`src/rtl/qpu_exu_alu_wbck.sv`:
```
// ALU write-back stage: small in-order FIFO retiring results to either the
// classical register file port or the timing register port.
module qpu_exu_alu_wbck #(
  parameter int XLEN       = 32,
  parameter int TIME_WIDTH = 16,
  parameter int RFIDX_W    = 5,
  parameter int DEPTH      = 2
) (
  input  logic                     clk,
  input  logic                     rst_n,
  input  logic                     wbck_i_valid,
  output logic                     wbck_i_ready,
  input  logic [XLEN-1:0]          wbck_i_cdata,
  input  logic [RFIDX_W-1:0]       wbck_i_rdidx,
  input  logic                     wbck_i_rdwen,
  input  logic                     wbck_i_dtime,
  input  logic                     wbck_flush,
  output logic                     rf_wbck_valid,
  input  logic                     rf_wbck_ready,
  output logic [RFIDX_W-1:0]       rf_wbck_idx,
  output logic [XLEN-1:0]          rf_wbck_data,
  output logic                     time_wbck_valid,
  input  logic                     time_wbck_ready,
  output logic [TIME_WIDTH-1:0]    time_wbck_data,
  output logic [$clog2(DEPTH):0]   wbck_cnt,
  output logic                     wbck_idle
);

  localparam int PW = $clog2(DEPTH);
  localparam int CW = PW + 1;

  logic [XLEN-1:0]    cdata_mem [DEPTH];
  logic [RFIDX_W-1:0] rdidx_mem [DEPTH];
  logic [DEPTH-1:0]   rdwen_mem;
  logic [DEPTH-1:0]   dtime_mem;

  logic [CW-1:0] count_reg, count_next;
  logic [PW-1:0] rd_ptr_reg, rd_ptr_next;
  logic [PW-1:0] wr_ptr_reg, wr_ptr_next;

  logic full, empty, push, pop;
  logic head_drop, head_time, head_rf;
  logic [XLEN-1:0]    head_cdata;
  logic [RFIDX_W-1:0] head_rdidx;
  logic               head_rdwen, head_dtime;

  // Ready comes from the registered count alone, so it never waits on the write ports.
  assign full         = (count_reg == CW'(DEPTH));
  assign empty        = (count_reg == '0);
  assign wbck_i_ready = !full;
  assign push         = wbck_i_valid && wbck_i_ready;

  assign head_cdata = cdata_mem[rd_ptr_reg];
  assign head_rdidx = rdidx_mem[rd_ptr_reg];
  assign head_rdwen = rdwen_mem[rd_ptr_reg];
  assign head_dtime = dtime_mem[rd_ptr_reg];

  // Writes to x0 and non-writing results retire silently.
  assign head_drop = !empty && (!head_rdwen || (!head_dtime && (head_rdidx == '0)));
  assign head_time = !empty && head_rdwen && head_dtime;
  assign head_rf   = !empty && !head_drop && !head_time;

  assign pop = head_drop
            || (head_time && time_wbck_ready)
            || (head_rf && rf_wbck_ready);

  assign rf_wbck_valid   = head_rf;
  assign rf_wbck_idx     = head_rf ? head_rdidx : '0;
  assign rf_wbck_data    = head_rf ? head_cdata : '0;
  assign time_wbck_valid = head_time;
  assign time_wbck_data  = head_time ? head_cdata[TIME_WIDTH-1:0] : '0;
  assign wbck_cnt        = count_reg;
  assign wbck_idle       = empty;

  always_comb begin
    count_next  = count_reg;
    rd_ptr_next = rd_ptr_reg;
    wr_ptr_next = wr_ptr_reg;
    if (wbck_flush) begin
      count_next  = '0;
      rd_ptr_next = '0;
      wr_ptr_next = '0;
    end else begin
      if (push) begin
        wr_ptr_next = (wr_ptr_reg == PW'(DEPTH - 1)) ? '0 : wr_ptr_reg + 1'b1;
      end
      if (pop) begin
        rd_ptr_next = (rd_ptr_reg == PW'(DEPTH - 1)) ? '0 : rd_ptr_reg + 1'b1;
      end
      case ({push, pop})
        2'b10:   count_next = count_reg + 1'b1;
        2'b01:   count_next = count_reg - 1'b1;
        default: count_next = count_reg;
      endcase
    end
  end

  always_ff @(posedge clk or negedge rst_n) begin
    if (!rst_n) begin
      count_reg  <= '0;
      rd_ptr_reg <= '0;
      wr_ptr_reg <= '0;
    end else begin
      count_reg  <= count_next;
      rd_ptr_reg <= rd_ptr_next;
      wr_ptr_reg <= wr_ptr_next;
    end
  end

  // Payload storage needs no reset: entries are only visible while counted.
  always_ff @(posedge clk) begin
    if (push) begin
      cdata_mem[wr_ptr_reg] <= wbck_i_cdata;
      rdidx_mem[wr_ptr_reg] <= wbck_i_rdidx;
      rdwen_mem[wr_ptr_reg] <= wbck_i_rdwen;
      dtime_mem[wr_ptr_reg] <= wbck_i_dtime;
    end
  end

endmodule

```
`config.mk`:
```
export PLATFORM = sky130hd
export DESIGN_NAME = qpu_exu_alu_wbck
export DESIGN_NICKNAME = d
export VERILOG_FILES = /design/src/rtl/qpu_exu_alu_wbck.sv
export SDC_FILE = /design/constraint.sdc
export NUM_CORES = 1
export LEC_CHECK = 0
export CAP_MARGIN = 20
export CORE_ASPECT_RATIO = 1.75
export CORE_MARGIN = 2
export CORE_UTILIZATION = 46
export CTS_CLUSTER_SIZE = 28
export DETAILED_ROUTE_END_ITERATION = 16
export GPL_TIMING_DRIVEN = 0
export PLACE_DENSITY = 0.87
export SLEW_MARGIN = 20
export SYNTH_ARGS = -nofsm -noshare
export SYNTH_HDL_FRONTEND = slang
export SYNTH_SLANG_ARGS = --single-unit
export TNS_END_PERCENT = 30
```
`constraint.sdc`:
```
create_clock -name clk -period 3.1 [get_ports clk]
set_input_delay 0.93 -clock clk [delete_from_list [all_inputs] [get_ports clk]]
set_output_delay 0.93 -clock clk [all_outputs]
set_load 0.01 [all_outputs]
```
# --- Yosys cells after proc, flatten, opt, wreduce, memory -nomap -nowiden ---
# Memory sizes are Yosys's and may differ from the RTL's.
# Index checks and enable logic that the tools add are counted.
op_classes:
  eq_ne: 3
  n_reduce_logical: 24
  magnitude_cmp: 3
  n_mux: 21
  n_addsub: 4
op_table:
  columns: ["operator", "n"]
  rows:
  - ["32-bit 2-to-1 mux", 1]
  - ["16-bit 2-to-1 mux", 1]
  - ["1-bit 2-to-1 mux", 13]
  - ["1-bit logical AND", 10]
  - ["1-bit zero test", 6]
  - ["5-bit zero test", 1]
  - ["5-bit 2-to-1 mux", 1]
  - ["2-bit bitwise mux", 2]
  - ["2-bit == test, second input constant", 2]
  - ["1-bit by 2-bit less-than comparator with 1-bit output, second input constant", 2]
  - ["2-bit one-hot mux with 2 select lines", 1]
  - ["2-bit nonzero test", 2]
  - ["1-bit logical OR", 3]
  - ["3-bit nonzero test", 1]
  - ["1-bit adder, second input constant", 2]
  - ["2-bit by 1-bit adder with 2-bit output, second input constant", 1]
  - ["2-bit by 1-bit == test with 1-bit output, second input constant", 1]
  - ["2-bit zero test", 1]
  - ["2-bit 2-to-1 mux", 1]
  - ["2-bit by 1-bit subtractor with 2-bit output, second input constant", 1]
  - ["1-bit demux with 1-bit select", 1]
  - ["1-bit greater-or-equal comparator, second input constant", 1]
word_totals:
  memories: 2
  in_bits: 45
  ram_bits: 74
  reg_bits: 8
  wordCells: 62
  output_inout_bits: 59
mem_list:
  columns: ["name", "words", "word_bits", "read_ports", "rd_clocked_by_memory_dff", "write_ports", "line_no", "text"]
  rows:
  - ["cdata_mem", 2, 32, 1, 0, 1, "32", "logic [XLEN-1:0] cdata_mem [DEPTH];"]
  - ["rdidx_mem", 2, 5, 1, 0, 1, "33", "logic [RFIDX_W-1:0] rdidx_mem [DEPTH];"]

# --- Longest topological paths before layout ---
depth:
  word_depth: 14
  mapped_depth: 8
  depth_no_buf: 5

# --- Least setup slack after synthesis ---
# OpenSTA, ideal clock, no wires.
synth_path:
  path_type: "input-to-reg"
  from: "in wbck_i_valid"
  to: "mem cdata_mem[0][0], enable pin"
  required_ps: 2665
  t_arrival_ps: 2648
  slack_ps: 17
  setup_time_ps: 435
  cell_stages: 2
  path_buffers: 0
  cell_sequence: "nand2_1 -> nor2_1"
synth_between:
  elab_chain_cells: 3
synth_rtl:
  columns: ["item", "line_no", "text"]
  rows:
  - ["start, declared", "11", "input logic wbck_i_valid,"]
  - ["1-bit logical AND", "51", "assign push = wbck_i_valid && wbck_i_ready;"]
  - ["1-bit 2-to-1 mux", "112", "if (push) begin"]
  - ["1-bit 2-to-1 mux (implied by the code)", "113", "cdata_mem[wr_ptr_reg] <= wbck_i_cdata;"]
  - ["end, declared", "32", null]
# No other way between the ends.

# --- Worst setup path after layout ---
layout_path:
  from: "mem rdidx_mem[1][0]"
  to: "out rf_wbck_data[12]"
layout_between:
  elab_chain_cells: 9
layout_rtl:
  columns: ["item", "line_no", "text"]
  rows:
  - ["start, declared", "33", null]
  - ["memory read 2 x 5 bit", null, null]
  - ["5-bit zero test", "59", "assign head_drop = !empty && (!head_rdwen || (!head_dtime && (head_rdidx == '0)));"]
  - ["1-bit logical AND", "59", null]
  - ["1-bit logical OR", "59", null]
  - ["1-bit logical AND", "59", null]
  - ["1-bit zero test", "61", "assign head_rf = !empty && !head_drop && !head_time;"]
  - ["1-bit logical AND (2 in a row)", "61", null]
  - ["32-bit 2-to-1 mux", "69", "assign rf_wbck_data = head_rf ? head_cdata : '0;"]
  - ["end, declared", "21", "output logic [XLEN-1:0] rf_wbck_data,"]
# No other way between the ends.

==> results.md <==
- #FFs+latches synth: slightly above 80
- RSZ-0062 raised after global routing: true
- CTS Buf Count: 9
- Worst Hold Class: reg -> reg
- WL/cell: roughly 17 um
- Crit path launch type: flip-flop
- Top flop regs: cdata_mem: 64 flops, rdidx_mem: 10 flops
- Global-route wire length before repair: ~11000 um
- Layout cells sized above 1: 0.2493
- GRT Residual Overflow: 0
- Layout Nets: approximately 400
- Post-Synthesis Mean Instance Area: 15.13 um2
- Hold Buf Count CTS: 0
- Ports: about 100
- Top reg by flops: cdata_mem
- Synth area leader: edfxtp_1
- Arrival time worst endpoint: between 2 and 2.5 ns
- Placement Setup Slack: -0.2256 ns
- Status: finished, violations left
- Mapped Cells: roughly 220
- Top-count cell post-synth: edfxtp_1
- Worst clock skew: between 0.005 and 0.006 ns
- Pins Over Slew Limit: 0
- Clock root buffer master: clkbuf_16
- TritonRoute pass-1 iters: 4
- Setup CP Type: reg -> out
- Yosys warns: 0
- Fmax: between 300 and 400 MHz
- Worst vdd ir: between 0.0005 and 0.0006 V
- Drt drc: 0
- Die Span Y: 116.3 um
- Clock Sinks: roughly 80
- Peak fanout along the critical path: 5
- Commonest cells in the netlist: 78 x edfxtp_1, 58 x nor2_1, 39 x mux2i_1
- Slack of the critical path: -0.01516 ns
- Mapped cell area: 3313 um2
- CP max-delay cell: or4b_4
- Worst setup EP type: primary output
- DP Area: about 4500 um2
- Routed vias: 2268
- Synth top area share: 0.7069
- Vias per Instance: ~5.1
- Sequential fraction of the synthesis area: 0.7372
- Synth Flop Type: edfxtp_1
- Slew headroom: 0.6935
- TritonCTS clock tree: built
- LEAKAGE: approximately 2.0 nW
- Largest cells by area after synthesis: edfxtp_1 71%, mux2i_1 12%, nor2_1 6.6%
- Tcrit/Tclk final: 1.005
- Least-Margin Pin Slew: around 0.46 ns
- Final RePlAce weighted congestion: slightly above 0.7
- Worst Path Required: 2.17 ns
- Row count: 41
- Htree depth: 3
- Detail Route Antenna Nets: 0
- Asr flop ratio synth: 0.04878
- CTS Buffer Depth: 2
- Layout area overhead: 46.71%
- Post-synthesis cell type count: 29
- Pwr Density: 566.8 nW/um2
- HPWL after DPL: 4997 um
- Final setup TNS: -0.03419 ns
- Max reg flops: 64
- Final hold vios: 0
- Synthesized Nets: 264
- Worst skew pair latency: between 0.3 and 0.4 ns
- Initial antenna violation count: 0
- Die Width: around 68 um
- IO buf count: roughly 100
- Number of synthesized flops with an enable pin: between 70 and 80
- Diodes inserted: 0
- Core area: slightly above 7000 um2
- Failing checks: setup timing
- Worst-path cell chain: or4b_4, o22ai_4, nand2_1, nand3_2, buf_6, buf_12, buf_8, nor2_1, buf_2
- R2R Setup Slk: ~0.18 ns
- WL final: 7533 um
- 1st-iter DRT viols: 95
- Total of max-cap violations: 0
- Final Critical Period: between 3 and 4 ns
- Total GRT Usage: 0.2021
- Fin area: a little under 5000 um2
- Starting density of the core: 0.4680
- Final setup violation count: 5
- Die Area: just under 8000 um2
- Vias in the first global route: between 2k and 2.5k
- Largest net degree at the start of global routing: 31
- CTS clock-pin slew for the worst setup and hold paths: roughly 0.060 ns
- Critical Path Max Stage Delay: approximately 0.56 ns
-- power breakdown --
group / internal (mW) / leakage [nW] / switching (mW)
clock: 0.664 / 0.150 / 0.375
sequential: 1.30 / 0.784 / 0.0258
combinational: 0.196 / 1.09 / 0.196
-- kinds of logic after synthesis --
family / Yosys count / share of synthesized area
buf+inv: 13 / 0.02077
mux: 40 / 0.1212
simple gates: 73 / 0.09290
flops: 82 / 0.7372
compound gates: 10 / 0.02531
xor+xnor: 1 / 0.002644
-- cells in the final DEF (no fill, tap or decap), types with 3 or more instances in the layout --
cell type	instances
nand2_1	5
nor2_1	56
edfxtp_1	78
buf_4	16
buf_12	4
clkbuf_16	9
buf_2	29
clkdlybuf4s50_1	48
buf_6	5
dlymetal6s2s_1	6
nand2b_1	3
dfrtp_1	4
mux2i_1	39
clkbuf_2	7
dlygate4sd2_1	14
clkbuf_8	3
-- layer usage --
layer	global-route usage	wire length, um
met4	0.1267	266
met5	0	0
met2	0.3579	4321
met1	0.1939	2545
met3	0.06455	400
-- repair_timing --
item	in CTS	in global routing
endpoints found under the setup margin	55	43
buffers inserted	16	2
gates resized for setup	161	14
gates cloned	1	0
pin swaps	3	3
-- stage by stage --
step / hold WS [ns] / utilization / total power [mW] / cells
final: 0.6610 / 0.6866 / 2.755 / 443
after global routing: 0.6971 / 0.6866 / 2.852 / 443
after CTS: 0.6247 / 0.6912 / 2.779 / 442
after detailed placement: 0.6054 / 0.6357 / 1.720 / 410
after global placement: 0.5488 / 0.6288 / 1.699 / 408
after floorplan: 0.5191 / - / 1.527 / 219
-- worst max-delay path: cells and delay by family, from the launching register on --
family                 cells  cell delay [ns]
and+or+nand+nor            4             0.80
buffers and inverters      4             0.50
DFF                        1             0.39
AOI/OAI and AO/OA          1             0.17
-- final timing paths --
path | cells past startpoint | startpoint | endpoint
min in group asynchronous | 1 | rst_n | wr_ptr_reg$_DFFE_PN0P_
max | 9 | rdidx_mem[1][0]$_DFFE_PP_ | rf_wbck_data[12]
min reg2reg | 2 | wbck_cnt[0]$_DFFE_PN0P_ | wbck_cnt[0]$_DFFE_PN0P_
min | 2 | wbck_cnt[0]$_DFFE_PN0P_ | wbck_cnt[0]$_DFFE_PN0P_
max reg2reg | 17 | rd_ptr_reg$_DFFE_PN0P_ | wbck_cnt[0]$_DFFE_PN0P_
max in group asynchronous | 1 | rst_n | wbck_cnt[1]$_DFFE_PN0P_
-- area by class of cell --
type,instances,area [um2]
flip-flops and latches,82,2442
fillers,523,2218
repair buffers,123,1066
multi-input cells,124,834.6
clock buffers,13,260.3
well taps,86,107.6
plain buffers,10,102.6
clock inverters,3,40.04
inverters,2,7.507
(Power assumes the default switching activity.)
